--- src/rtl/reg_bus_master_if.sv ---
`default_nettype none
// ============================================================================
// Module      : reg_bus_master_if
// Description : Command/response stream and register-bus signal bundle for
//               reg_bus_master. The master modport is the initiator's view;
//               the slave modport is the view of whatever sits around it
//               (command source, response sink and register file).
// Revision    : 1.0 - initial release
// ============================================================================
interface reg_bus_master_if #(
  parameter int ADDR_W = 4,
  parameter int DATA_W = 12
);
  // Command stream
  logic              cmd_valid;
  logic              cmd_ready;
  logic              cmd_write;
  logic [ADDR_W-1:0] cmd_addr;
  logic [DATA_W-1:0] cmd_wdata;

  // Response stream
  logic              rsp_valid;
  logic              rsp_ready;
  logic [DATA_W-1:0] rsp_data;

  // Register file bus
  logic              bus_write_en;
  logic [ADDR_W-1:0] bus_addr;
  logic [DATA_W-1:0] bus_wdata;
  logic [DATA_W-1:0] bus_rdata;

  modport master (
    input  cmd_valid, cmd_write, cmd_addr, cmd_wdata,
    input  rsp_ready,
    input  bus_rdata,
    output cmd_ready,
    output rsp_valid, rsp_data,
    output bus_write_en, bus_addr, bus_wdata
  );

  modport slave (
    output cmd_valid, cmd_write, cmd_addr, cmd_wdata,
    output rsp_ready,
    output bus_rdata,
    input  cmd_ready,
    input  rsp_valid, rsp_data,
    input  bus_write_en, bus_addr, bus_wdata
  );
endinterface
`default_nettype wire

--- src/rtl/reg_bus_master.sv ---
`default_nettype none
// ============================================================================
// Module      : reg_bus_master
// Description : Command-driven initiator for the cipher register bus. Takes
//               single read/write commands, drives addr/write_en/data_in of
//               the register file and samples its combinational data_out.
//               A write to the character-input register waits for the cipher
//               path to settle and then returns the character-output value.
// Revision    : 1.0 - initial release
// ============================================================================
module reg_bus_master #(
  parameter int                ADDR_W        = 4,
  parameter int                DATA_W        = 12,
  // Legal range 1..15; the settle counter is 4 bits wide.
  parameter int                SETTLE_CYCLES = 2,
  parameter logic [ADDR_W-1:0] CHAR_IN_ADDR  = ADDR_W'(13),
  parameter logic [ADDR_W-1:0] CHAR_OUT_ADDR = ADDR_W'(14)
) (
  input  wire logic          clk,
  input  wire logic          reset,
  reg_bus_master_if.master   bus,
  output logic               busy
);

  localparam logic [3:0] C_SETTLE_LOAD = 4'(SETTLE_CYCLES);

  typedef enum logic [2:0] {
    S_IDLE   = 3'd0,
    S_WRITE  = 3'd1,
    S_SETTLE = 3'd2,
    S_READ   = 3'd3,
    S_RESP   = 3'd4
  } state_t;

  state_t            r_state;
  logic              r_cmd_ready;
  logic              r_rsp_valid;
  logic [DATA_W-1:0] r_rsp_data;
  logic              r_write_en;
  logic [ADDR_W-1:0] r_addr;
  logic [DATA_W-1:0] r_wdata;
  logic              r_busy;
  logic [3:0]        r_count;

  // Single state machine; every output is a register updated together with
  // the state so that outputs always describe the current state exactly.
  always_ff @(posedge clk) begin
    if (reset) begin
      r_state     <= S_IDLE;
      r_cmd_ready <= 1'b1;
      r_rsp_valid <= 1'b0;
      r_rsp_data  <= '0;
      r_write_en  <= 1'b0;
      r_addr      <= '0;
      r_wdata     <= '0;
      r_busy      <= 1'b0;
      r_count     <= '0;
    end else begin
      case (r_state)
        S_IDLE: begin
          if (bus.cmd_valid && r_cmd_ready) begin
            r_addr      <= bus.cmd_addr;
            r_wdata     <= bus.cmd_wdata;
            r_cmd_ready <= 1'b0;
            r_busy      <= 1'b1;
            if (bus.cmd_write) begin
              // Write strobe is raised for exactly the WRITE cycle.
              r_write_en <= 1'b1;
              r_state    <= S_WRITE;
            end else begin
              r_state    <= S_READ;
            end
          end
        end

        S_WRITE: begin
          r_write_en <= 1'b0;
          if (r_addr == CHAR_IN_ADDR) begin
            r_count <= C_SETTLE_LOAD;
            r_state <= S_SETTLE;
          end else begin
            // Plain writes complete silently.
            r_cmd_ready <= 1'b1;
            r_busy      <= 1'b0;
            r_state     <= S_IDLE;
          end
        end

        S_SETTLE: begin
          r_count <= r_count - 4'd1;
          if (r_count == 4'd1) begin
            // Point the bus at the cipher output for the upcoming READ.
            r_addr  <= CHAR_OUT_ADDR;
            r_state <= S_READ;
          end
        end

        S_READ: begin
          // data_out is combinational, so it is valid within this cycle.
          r_rsp_data  <= bus.bus_rdata;
          r_rsp_valid <= 1'b1;
          r_state     <= S_RESP;
        end

        S_RESP: begin
          if (bus.rsp_ready) begin
            r_rsp_valid <= 1'b0;
            r_cmd_ready <= 1'b1;
            r_busy      <= 1'b0;
            r_state     <= S_IDLE;
          end
        end

        default: begin
          r_state     <= S_IDLE;
          r_cmd_ready <= 1'b1;
          r_rsp_valid <= 1'b0;
          r_write_en  <= 1'b0;
          r_busy      <= 1'b0;
        end
      endcase
    end
  end

  assign bus.cmd_ready    = r_cmd_ready;
  assign bus.rsp_valid    = r_rsp_valid;
  assign bus.rsp_data     = r_rsp_data;
  assign bus.bus_write_en = r_write_en;
  assign bus.bus_addr     = r_addr;
  assign bus.bus_wdata    = r_wdata;
  assign busy             = r_busy;

endmodule
`default_nettype wire

--- src/flat_wrapper.sv ---
// flat-port wrapper written by rule: the top's interface ports become plain ports
module reg_bus_master_flat 
#(
  parameter int                ADDR_W        = 4,
  parameter int                DATA_W        = 12,
                                                          
  parameter int                SETTLE_CYCLES = 2,
  parameter logic [ADDR_W-1:0] CHAR_IN_ADDR  = ADDR_W'(13),
  parameter logic [ADDR_W-1:0] CHAR_OUT_ADDR = ADDR_W'(14)
)
  (clk, reset, busy, bus_cmd_valid, bus_cmd_write, bus_cmd_addr, bus_cmd_wdata, bus_rsp_ready, bus_bus_rdata, bus_cmd_ready, bus_rsp_valid, bus_rsp_data, bus_bus_write_en, bus_bus_addr, bus_bus_wdata);
  reg_bus_master_if #(.ADDR_W(ADDR_W), .DATA_W(DATA_W)) bus_i ();
  input  wire logic clk;
  input  wire logic reset;
  output logic busy;
  input wire logic [$bits(bus_i.cmd_valid)-1:0] bus_cmd_valid;
  input wire logic [$bits(bus_i.cmd_write)-1:0] bus_cmd_write;
  input wire logic [$bits(bus_i.cmd_addr)-1:0] bus_cmd_addr;
  input wire logic [$bits(bus_i.cmd_wdata)-1:0] bus_cmd_wdata;
  input wire logic [$bits(bus_i.rsp_ready)-1:0] bus_rsp_ready;
  input wire logic [$bits(bus_i.bus_rdata)-1:0] bus_bus_rdata;
  output wire logic [$bits(bus_i.cmd_ready)-1:0] bus_cmd_ready;
  output wire logic [$bits(bus_i.rsp_valid)-1:0] bus_rsp_valid;
  output wire logic [$bits(bus_i.rsp_data)-1:0] bus_rsp_data;
  output wire logic [$bits(bus_i.bus_write_en)-1:0] bus_bus_write_en;
  output wire logic [$bits(bus_i.bus_addr)-1:0] bus_bus_addr;
  output wire logic [$bits(bus_i.bus_wdata)-1:0] bus_bus_wdata;
  assign bus_i.cmd_valid = bus_cmd_valid;
  assign bus_i.cmd_write = bus_cmd_write;
  assign bus_i.cmd_addr = bus_cmd_addr;
  assign bus_i.cmd_wdata = bus_cmd_wdata;
  assign bus_i.rsp_ready = bus_rsp_ready;
  assign bus_i.bus_rdata = bus_bus_rdata;
  assign bus_cmd_ready = bus_i.cmd_ready;
  assign bus_rsp_valid = bus_i.rsp_valid;
  assign bus_rsp_data = bus_i.rsp_data;
  assign bus_bus_write_en = bus_i.bus_write_en;
  assign bus_bus_addr = bus_i.bus_addr;
  assign bus_bus_wdata = bus_i.bus_wdata;
  reg_bus_master #(.ADDR_W(ADDR_W), .DATA_W(DATA_W), .SETTLE_CYCLES(SETTLE_CYCLES), .CHAR_IN_ADDR(CHAR_IN_ADDR), .CHAR_OUT_ADDR(CHAR_OUT_ADDR)) u_core (.clk(clk), .reset(reset), .bus(bus_i), .busy(busy));
endmodule
--- config.mk ---
export PLATFORM = sky130hd
export DESIGN_NAME = reg_bus_master_flat
export DESIGN_NICKNAME = d
export VERILOG_FILES = /design/src/rtl/reg_bus_master_if.sv /design/src/rtl/reg_bus_master.sv /design/src/flat_wrapper.sv
export SDC_FILE = /design/constraint.sdc
export NUM_CORES = 1
export LEC_CHECK = 0
export ABC_AREA = 1
export BUFFER_PORTS_ARGS = -buffer_cell sky130_fd_sc_hd__buf_2
export CAP_MARGIN = 20
export CORE_ASPECT_RATIO = 0.7
export CORE_MARGIN = 2
export CORE_UTILIZATION = 47
export DETAILED_ROUTE_END_ITERATION = 10
export PLACE_DENSITY = 0.81
export SETUP_SLACK_MARGIN = 0.05
export SYNTH_ARGS = -nofsm -noshare
export SYNTH_HDL_FRONTEND = slang
export SYNTH_SLANG_ARGS = --single-unit
--- constraint.sdc ---
create_clock -name clk -period 1.8 [get_ports clk]
set_clock_uncertainty 0.15 [all_clocks]
set_input_delay 0.18 -clock clk [delete_from_list [all_inputs] [get_ports clk]]
set_output_delay 0.18 -clock clk [all_outputs]
set_load 0.005 [all_outputs]
==> out/summary.txt <==
Final wirelength - 3.74 mm
Setup TNS - 0 ns
Mapped Cells - 219
Initial Util - 50.6%
LEAKAGE - 1.13 nW
RSZ-0062 raised after global routing - false
Global-route wire length before repair - 6.00 mm
Cts bufs inserted - 5
Sw frac - 35.9%
Most used DFF post-synth - dfxtp_1
Pwr dens - 1260 nW/um^2
Inserted Diodes - 0
Placed cell count - 323
Top cell type's share of synthesized area - 47.7%
Largest net degree at the start of global routing - 22
Die area - 3980 sq um
Syn Nets - 254
Slowest-stage cell, CP - dfxtp_1
Startpoint types - flop
Worst setup EP type - flop
Met2 routed WL - 1.67 mm
Die width - 74.5 um
Final Hold Vio Count - 0
CP max stage delay - 0.40 ns
Cell with the most instances after synthesis - nand2_1
Status - finished clean
Max Used Layer - met4
Worst-path clk slew - 0.07 ns
Via count - 1614
Combinational power share - 35.7%
Finished Layout Cells - 352
Cell Chain, Critical Path - nor2_4 > nand3_4 > inv_2 > nand3_1 > a21oi_1
CTS tree - yes
Main area contributors after synthesis - dfxtp_1 48%, nand2_1 11%, nor2_1 9.6%
GP Congestion - 0.860
Slew headroom - 66.4%
Core Region - 3230 sq um
DRT antenna net count - 0
Htree depth - 2
WS Path Type - flop to flop
Layout area overhead - 39.1%
First-pass DRT Iterations - 4
Later-pin clock latency in the skew report - 0.29 ns
Ports - 65
Iter 0 DRT Violations - 98
Residual DRC - 0
Post-DP HPWL - 2.62 mm
Vias per Instance - 4.59
CTS max path bufs - 2
Tmin final - 1.52 ns
Hold Path Class - input pin to flop
Post-synth EDFFs - 0
Clock group share of total power - 22.2%
Max frequency - 0.657 GHz
Cts repair resizes - 0
Average wire per cell in the routed design - 10.6 um
Final period utilization - 84.5%
Routed length on met3 - 183 um
Seq/Total Area, Yosys - 47.7%
Synth Register Bits - 39
Sequential share of power - 42.1%
Max FO, Critical Path - 17
Yosys top cell by area - dfxtp_1
Measured slew at the worst slew-check pin - 0.504 ns
Die height - 53.4 um
YS warnings - 0
CP Data Arrival Time - 1.59 ns
Cell area after synthesis - 1640 sq um
Post-synth top cells - 48 x nand2_1, 42 x nor2_1, 39 x dfxtp_1
CTS root buf - clkbuf_8
Metal-1 WL - 1.85 mm
Max-cap violations - 0
Yosys cell types - 25
Global route total overflow - 0
Rows - 17
Synthesized area per cell - 7.47 sq um
Share of cells above drive strength 1 - 27.9%
Total internal power - 0.00184 W
Antenna violations before repair - 0
Number of global-route vias before repair - 1435
PortBufs - 64
Nets - 339
Fin. max-slew vios - 0
Peak supply drop - 0.705 mV
FILL cells - 289
Final setup fails - 0
Sw power - 0.00103 W
GRT Util Overall - 19.9%
Clock sinks - 39
Asr flop ratio synth - 0%
Crit path required time - 1.87 ns
metal layers:
layer  vias to the layer above  track usage (%)
li1                        855                -
met1                       714             25.3
met2                        40             32.7
met3                         5             4.76
met4                         0             7.44
met5                         -                0
what timing repair did:
item / in CTS / in global routing
hold buffers: 21 / 0
endpoints found under the hold margin: 21 / 0
setup buffers: 0 / 0
cells by family after synthesis:
| logic type | count (synthesis) | synth area share (%) |
|---|---|---|
| AOI/OAI and AO/OA | 38 | 11.8 |
| buffers and inverters | 29 | 8.33 |
| and+or+nand+nor | 109 | 29.5 |
| adders and majority gates | 2 | 1.53 |
| muxes | 1 | 0.612 |
| xor gates and xnor gates | 1 | 0.535 |
| DFF | 39 | 47.7 |
layout by cell type, fill, tap and decap left out:
cell type	n
nand3_2	2
clkbuf_1	1
buf_4	1
o21ai_0	18
buf_2	64
clkbuf_8	7
xor2_1	1
nor3_1	3
nand4_1	1
nand3_1	4
o21a_1	1
nand2_2	2
mux2i_1	1
a21oi_1	19
nor2_1	42
inv_1	18
inv_2	3
dlygate4sd3_1	21
dfxtp_1	39
nand3b_1	1
nand2_4	1
nand3_4	1
nor2_2	2
nand2_1	48
ha_1	2
nor2_4	2
per-stage QoR:
step | total power [W] | utilization, % | setup WS, ns | cell area [sq um] | hold slack (ns)
finish | 0.00287 | 70.4 | 0.279 | 2280 | 0.00103
global route | 0.00309 | 70.4 | 0.163 | 2280 | 0.00559
CTS | 0.00288 | 70.4 | 0.290 | 2280 | 0.0000434
detailed placement | 0.00221 | 60.8 | 0.298 | 1970 | 0.269
global placement | 0.00219 | 60.8 | 0.335 | 1970 | 0.268
floorplan | 0.00193 | - | 0.524 | 1640 | 0.172
critical path, delay by kind of cell, from the launching register on:
family	cells	cell delay, ns
buf+inv	1	0.26
simple gates	3	0.49
compound gates	1	0.15
flops	1	0.40
path summary, 6_finish.rpt:
check                           cells past startpoint                       to                  from  slack [ns]
worst max-delay path                                5   u_core.bus.bus_addr[0]     u_core.r_state[1]        0.28
worst min-delay path                                3  u_core.bus.bus_wdata[6]      bus_cmd_wdata[6]       0.001
worst max register to register                      5   u_core.bus.bus_addr[0]     u_core.r_state[1]        0.28
worst min register to register                      2     u_core.bus.rsp_valid  u_core.bus.rsp_valid        0.31
state kept, by name, indices dropped and copies added (netlist names):
| signal | count |
|---|---|
| u_core.bus.bus_addr | 4 |
| u_core.bus.bus_wdata | 12 |
| u_core.bus.bus_write_en | 1 |
| u_core.bus.cmd_ready | 1 |
| u_core.bus.rsp_data | 12 |
| u_core.bus.rsp_valid | 1 |
| u_core.busy | 1 |
| u_core.r_count | 4 |
| u_core.r_state | 3 |
final cells by class:
class	instances	area, sq um	share of cell area (%)
clock buffer	8	100	4.40
inverter	21	78.8	3.46
multi-input combinational	151	719	31.6
sequential	39	781	34.3
tap	47	58.8	2.58
timing repair buffer	86	538	23.6
power groups by stage:
stage / registers (W) / logic, W / clock network [W]
6_report: 0.00121 / 0.00103 / 0.000637
5_1_grt: 0.00123 / 0.00117 / 0.000685
4_1_cts: 0.00121 / 0.00103 / 0.000649
3_5_place_dp: 0.00123 / 0.000987 / 0
3_3_place_gp: 0.00122 / 0.000964 / 0
2_1_floorplan: 0.00123 / 0.000702 / 0
(Power assumes the default switching activity.)
